## src/rtl/relu_backprop_layer.sv

```systemverilog
// ReLU backward pass: records a positivity mask during the forward frame, then gates gradients with it.
// Optional build macro RELU_BP_LEAKY_EN: masked gradients become grad_in >>> LEAK_SHIFT instead of 0.
module relu_backprop_layer #(
  parameter int INPUT_SIZE     = 5,
  parameter int INPUT_CHANNELS = 3,
  parameter int PX_SIZE        = 8,
  parameter int LEAK_SHIFT     = 3
) (
  input  logic               clk,
  input  logic               rst,
  input  logic               fwd_valid,
  output logic               fwd_ready,
  input  logic [PX_SIZE-1:0] fwd_px,
  input  logic               grad_in_valid,
  output logic               grad_in_ready,
  input  logic [PX_SIZE-1:0] grad_in,
  output logic               grad_out_valid,
  input  logic               grad_out_ready,
  output logic [PX_SIZE-1:0] grad_out,
  output logic               mask_full,
  output logic               frame_done
);

  localparam int unsigned N     = INPUT_SIZE * INPUT_SIZE * INPUT_CHANNELS;
  localparam int unsigned IDX_W = $clog2(N);

  if (LEAK_SHIFT < 0 || LEAK_SHIFT >= PX_SIZE) begin : g_bad_shift
    $error("LEAK_SHIFT must lie in [0, PX_SIZE)");
  end

  typedef enum logic {CAPTURE, BACKPROP} state_e;

  state_e             state_q, state_d;
  logic [IDX_W-1:0]   idx_q, idx_d;
  logic [N-1:0]       mask_q;
  logic               out_valid_q;
  logic               out_last_q;
  logic [PX_SIZE-1:0] out_q;

  logic               fwd_fire, grad_fire, idx_last, fwd_pos;
  logic [PX_SIZE-1:0] gated;

  assign idx_last  = (idx_q == IDX_W'(N - 1));
  assign fwd_fire  = fwd_valid && fwd_ready;
  assign grad_fire = grad_in_valid && grad_in_ready;
  // Strictly positive two's-complement value: sign clear and non-zero.
  assign fwd_pos   = !fwd_px[PX_SIZE-1] && (fwd_px != '0);

  always_ff @(posedge clk) begin
    if (rst) begin
      state_q <= CAPTURE;
      idx_q   <= '0;
    end else begin
      state_q <= state_d;
      idx_q   <= idx_d;
    end
  end

  always_comb begin
    state_d = state_q;
    idx_d   = idx_q;
    unique case (state_q)
      CAPTURE: begin
        if (fwd_fire) begin
          if (idx_last) begin
            state_d = BACKPROP;
            idx_d   = '0;
          end else begin
            idx_d = idx_q + 1'b1;
          end
        end
      end
      BACKPROP: begin
        if (grad_fire) begin
          if (idx_last) begin
            state_d = CAPTURE;
            idx_d   = '0;
          end else begin
            idx_d = idx_q + 1'b1;
          end
        end
      end
      default: begin
        state_d = CAPTURE;
        idx_d   = '0;
      end
    endcase
  end

  always_comb begin
    fwd_ready      = (state_q == CAPTURE);
    mask_full      = (state_q == BACKPROP);
    grad_in_ready  = (state_q == BACKPROP) && (!out_valid_q || grad_out_ready);
    grad_out_valid = out_valid_q;
    grad_out       = out_q;
    frame_done     = out_valid_q && grad_out_ready && out_last_q;
  end

  always_comb begin
    gated = '0;
    if (mask_q[idx_q]) begin
      gated = grad_in;
    end else begin
`ifdef RELU_BP_LEAKY_EN
      gated = $unsigned($signed(grad_in) >>> LEAK_SHIFT);
`else
      gated = '0;
`endif
    end
  end

  // Output register holds its value whenever no new gradient is accepted, so a stalled beat stays stable.
  always_ff @(posedge clk) begin
    if (rst) begin
      mask_q      <= '0;
      out_valid_q <= 1'b0;
      out_last_q  <= 1'b0;
      out_q       <= '0;
    end else begin
      if (fwd_fire) begin
        mask_q[idx_q] <= fwd_pos;
      end
      if (grad_fire) begin
        out_valid_q <= 1'b1;
        out_last_q  <= idx_last;
        out_q       <= gated;
      end else if (grad_out_ready) begin
        out_valid_q <= 1'b0;
      end
    end
  end

endmodule
```

## config.mk

```make
export PLATFORM = sky130hd
export DESIGN_NAME = relu_backprop_layer
export DESIGN_NICKNAME = d
export VERILOG_FILES = /design/src/rtl/relu_backprop_layer.sv
export SDC_FILE = /design/constraint.sdc
export NUM_CORES = 1
export LEC_CHECK = 0
export ABC_CLOCK_PERIOD_IN_PS = 2700
export CAP_MARGIN = 20
export CORE_ASPECT_RATIO = 0.6
export CORE_MARGIN = 2
export CORE_UTILIZATION = 41
export CTS_BUF_LIST = sky130_fd_sc_hd__clkbuf_16
export DETAILED_ROUTE_END_ITERATION = 8
export PLACE_DENSITY_LB_ADDON = 0.05
export SLEW_MARGIN = 20
export SYNTH_ARGS = -nofsm -noshare
export SYNTH_HDL_FRONTEND = slang
export SYNTH_SLANG_ARGS = --single-unit
export TNS_END_PERCENT = 10
```

## constraint.sdc

```tcl
create_clock -name clk -period 2.7 [get_ports clk]
set_clock_uncertainty 0.05 [all_clocks]
set_input_delay 0.54 -clock clk [delete_from_list [all_inputs] [get_ports clk]]
set_output_delay 0.54 -clock clk [all_outputs]
set_load 0.02 [all_outputs]
```

==> impl_metrics.py <==
metrics = {
    "synth": {
        "synth_area_leader_cell": "dfxtp_1",
        "synth-edff-count": 0,
        "syn-cell-area_um2": 4679,
        "avgSynthCellArea_um2": 7.646,
        "async_flop_share_pct": 0,
        "yosysWarnings": 0,
        "syn_nets": 635,
        "synth.distinct_cells": 45,
        "synth_top_area_share_pct": 39.79,
        "seq_area_frac_synth_pct": 39.79,
        "synth_area_leaders": "dfxtp_1, nand2_1, a21oi_1, mux2i_1, nand3_1",
        "synth_top_flop_cell": "dfxtp_1",
        "ys_ff_latch": 93,
        "syn_inst": 612,
    },
    "clocking": {
        "cts.sinks": 93,
        "cts_resized": 0,
        "cts-root-buf": "clkbuf_16",
        "cts_tree": "yes",
        "clk_path_buf_depth": 2,
        "worstSkewPairLatency_ns": 0.35,
        "clk_transition_reported_paths_ns": 0.07,
        "htree_num_levels": 3,
        "postCtsSetupBuffers": 0,
        "cts_hold_buf": 0,
        "cts_made_buffers": 9,
    },
    "critical_path": {
        "critPathTopFamily": "buffers and inverters",
        "regToRegSetupSlack_ns": 0.29,
        "critPathMaxStageDelay_ns": 0.60,
        "cp_slowest_cell": "clkdlybuf4s50_1",
        "required_ns": 2.11,
        "cp_data_arrival_time_ns": 1.90,
        "r2r_cells": 10,
        "critPathMaxFanout": 3,
        "end_kind": "primary output",
        "crit_type": "input pin to primary output",
        "crit_path_start_kind": "input pin",
        "critPathBufInv": 2,
        "cp_common_cell": "clkdlybuf4s50_1",
        "timing.rr.end": "grad_out[0]",
        "path_cells": "clkdlybuf4s50_1, nand2b_1, and2_1, clkdlybuf4s50_1",
        "worstReg2RegStart": "idx_q[1]",
    },
    "sta": {
        "finalCritPeriodShare_pct": 92.38,
        "finalSetupTns_ns": 0,
        "relSlewSlack_pct": 49.70,
        "max_freq_mhz": 400.9,
        "finalSetupViolCount": 0,
        "rsz0062_at_grt": "no",
        "drv_slew": 0,
        "hold_viol": 0,
        "worst_pin_slew_ns": 0.7517,
        "min_period_ns": 2.494,
    },
    "hold_path": {
        "min_path_type": "input pin to flop",
        "hold_end": "grad_out_valid",
        "hold_depth": 2,
        "min_from": "rst",
    },
    "global_routing": {
        "grt_max_degree": 41,
        "antenna_found_initial": 0,
        "grt_pass1_vias": 4031,
        "grtUsageTotal_pct": 23.40,
        "gr-total-overflow": 0,
        "grt_pass1_wl_mm": 22.11,
    },
    "drt": {
        "ant_nets": 0,
        "drt_iter0_drc": 380,
        "wl_per_cell_um": 17.31,
        "drc": 0,
        "via_count": 4443,
        "drtPass1Iterations": 5,
        "via_per_inst": 5.596,
        "drt-total-wl_mm": 13.74,
    },
    "die": {
        "num_io_pins": 34,
        "core-area_um2": 11220,
        "fp-row-count": 30,
        "die_h_um": 86.76,
        "die-width_um": 141.9,
        "start_util_pct": 41.69,
        "die_area_um2": 12310,
    },
    "final_layout": {
        "antennaDiodeCount": 0,
        "final_util_pct": 50.20,
        "fin_nets": 668,
        "drive_above_1_share_pct": 10.00,
        "area_delta_synth_final_pct": 20.40,
    },
    "pwr": {
        "p_leak_nw": 1.950,
        "ir_drop_mv": 0.2600,
        "power_density_nw_per_um2": 527.3,
    },
    "placed_design": {
        "gp_congestion": 0.8619,
        "hpwl_mm": 9.674,
        "portBuffers": 33,
    },
    "status": {
        "status": "completed",
    },
    "job": {
        "maxCapViolCount": 0,
    },
}
-- cells by family after synthesis --
family | after synthesis | share of synthesized area (%)
AO/OA/AOI/OAI | 137 | 16.79
XOR/XNOR | 5 | 0.9358
adder cells (fa/ha/maj) | 2 | 0.5347
buffers and inverters | 49 | 4.813
flip-flops | 93 | 39.79
multiplexers | 43 | 9.920
AND/OR/NAND/NOR | 283 | 27.22
-- worst max-delay path by stage --
| stage | slack, ns | cells past startpoint | startpoint | end |
|---|---|---|---|---|
| after floorplan | 0.58 | 8 | idx_q[0] | grad_out[0] |
| after global routing | 0.17 | 4 | grad_out_ready | grad_in_ready |
| after CTS | 0.20 | 4 | grad_out_ready | grad_in_ready |
| after global placement | 0.22 | 4 | grad_out_ready | grad_in_ready |
| after detailed placement | 0.21 | 4 | grad_out_ready | grad_in_ready |
| final | 0.21 | 4 | grad_out_ready | grad_in_ready |
-- layout by cell type, fill, tap and decap left out, types with 3 or more instances in the layout --
cell type	instances
and3_1	11
nand3_1	43
buf_12	7
a31oi_1	3
mux2_2	5
a22oi_1	7
o21ai_0	33
clkdlybuf4s50_1	32
nor2_1	57
nor2b_1	11
nand2_1	124
nand2b_1	7
inv_1	3
buf_4	28
a221oi_1	4
xor2_1	4
clkbuf_16	9
a211oi_1	3
nor4_1	3
a21oi_1	68
nor3_1	8
mux2i_1	34
dfxtp_1	92
nand4_1	11
o21ai_1	8
-- metrics by stage --
step           setup slack, ns  std cells  hold slack (ns)  power (mW)  area (um2)
5_1_grt                 0.1711        794           0.3964       3.076        5634
2_1_floorplan           0.5845        612           0.3818       1.584        4679
6_report                0.2058        794           0.3761       2.971        5634
3_5_place_dp            0.2081        778           0.3896       1.711        5334
4_1_cts                 0.2015        794           0.3679       3.000        5634
3_3_place_gp            0.2183        778           0.3831       1.708        5334
-- synthesized netlist by cell type (2+ instances only) --
cell type and count:
nand3_1 43, a31oi_1 3, ha_1 2, buf_6 4, xor2_1 4, a21o_1 2
nor2b_1 11, mux4_2 2, nor4_1 3, o21ai_1 8, nand2_1 124, a211oi_1 3
and2_1 2, mux2i_1 34, and3_1 11, o21ai_0 33, buf_2 6, nand2b_1 7
mux2_1 2, a221oi_1 4, mux2_2 5, clkbuf_1 32, nor2_1 57, a311oi_1 2
nor3_1 8, a21oi_1 69, a22oi_1 7, inv_1 3, dfxtp_1 93, buf_1 3
nand4_1 11
-- report_power, final --
group / leakage [nW] / total (mW) / internal [mW] / switching [mW]
clock: 0.140 / 1.29 / 0.721 / 0.568
sequential: 0.750 / 1.39 / 1.38 / 0.0119
combinational: 1.06 / 0.293 / 0.128 / 0.165
total: 1.95 / 2.97 / 2.23 / 0.745
-- sequential cells by signal, summed over array words and instances (netlist names) --
| register | cells |
|---|---|
| idx_q | 7 |
| out_last_q | 1 |
| grad_out_valid | 1 |
| grad_out | 8 |
| mask_full | 1 |
| mask_q | 75 |
-- worst reg2reg max path, stage by stage (launching register included) --
cell	delay [ns]
dfxtp_1	0.49
buf_12	0.20
nor2b_1	0.18
a221oi_1	0.12
buf_4	0.16
a2111oi_2	0.49
a2111oi_4	0.09
nor3b_2	0.24
nor3_4	0.06
buf_12	0.16
o21ai_1	0.12
-- final cells by class --
cell class | count | area (um2)
Fill cell | 1067 | 5589
Tap cell | 144 | 180.2
Clock buffer | 9 | 225.2
Multi-Input combinational cell | 470 | 2604
Timing Repair Buffer | 68 | 675.6
Clock inverter | 7 | 75.07
Sequential cell | 93 | 1863
Inverter | 3 | 11.26
-- layer usage --
metal / vias up / track usage (%) / wire length (um)
met1: 2113 / 36.78 / 7175
met2: 138 / 31.86 / 5432
li1: 2179 / - / -
met5: - / 0 / 0
met4: 0 / 5.636 / 150
met3: 13 / 5.138 / 985
Power figures use the tool's default switching activity.
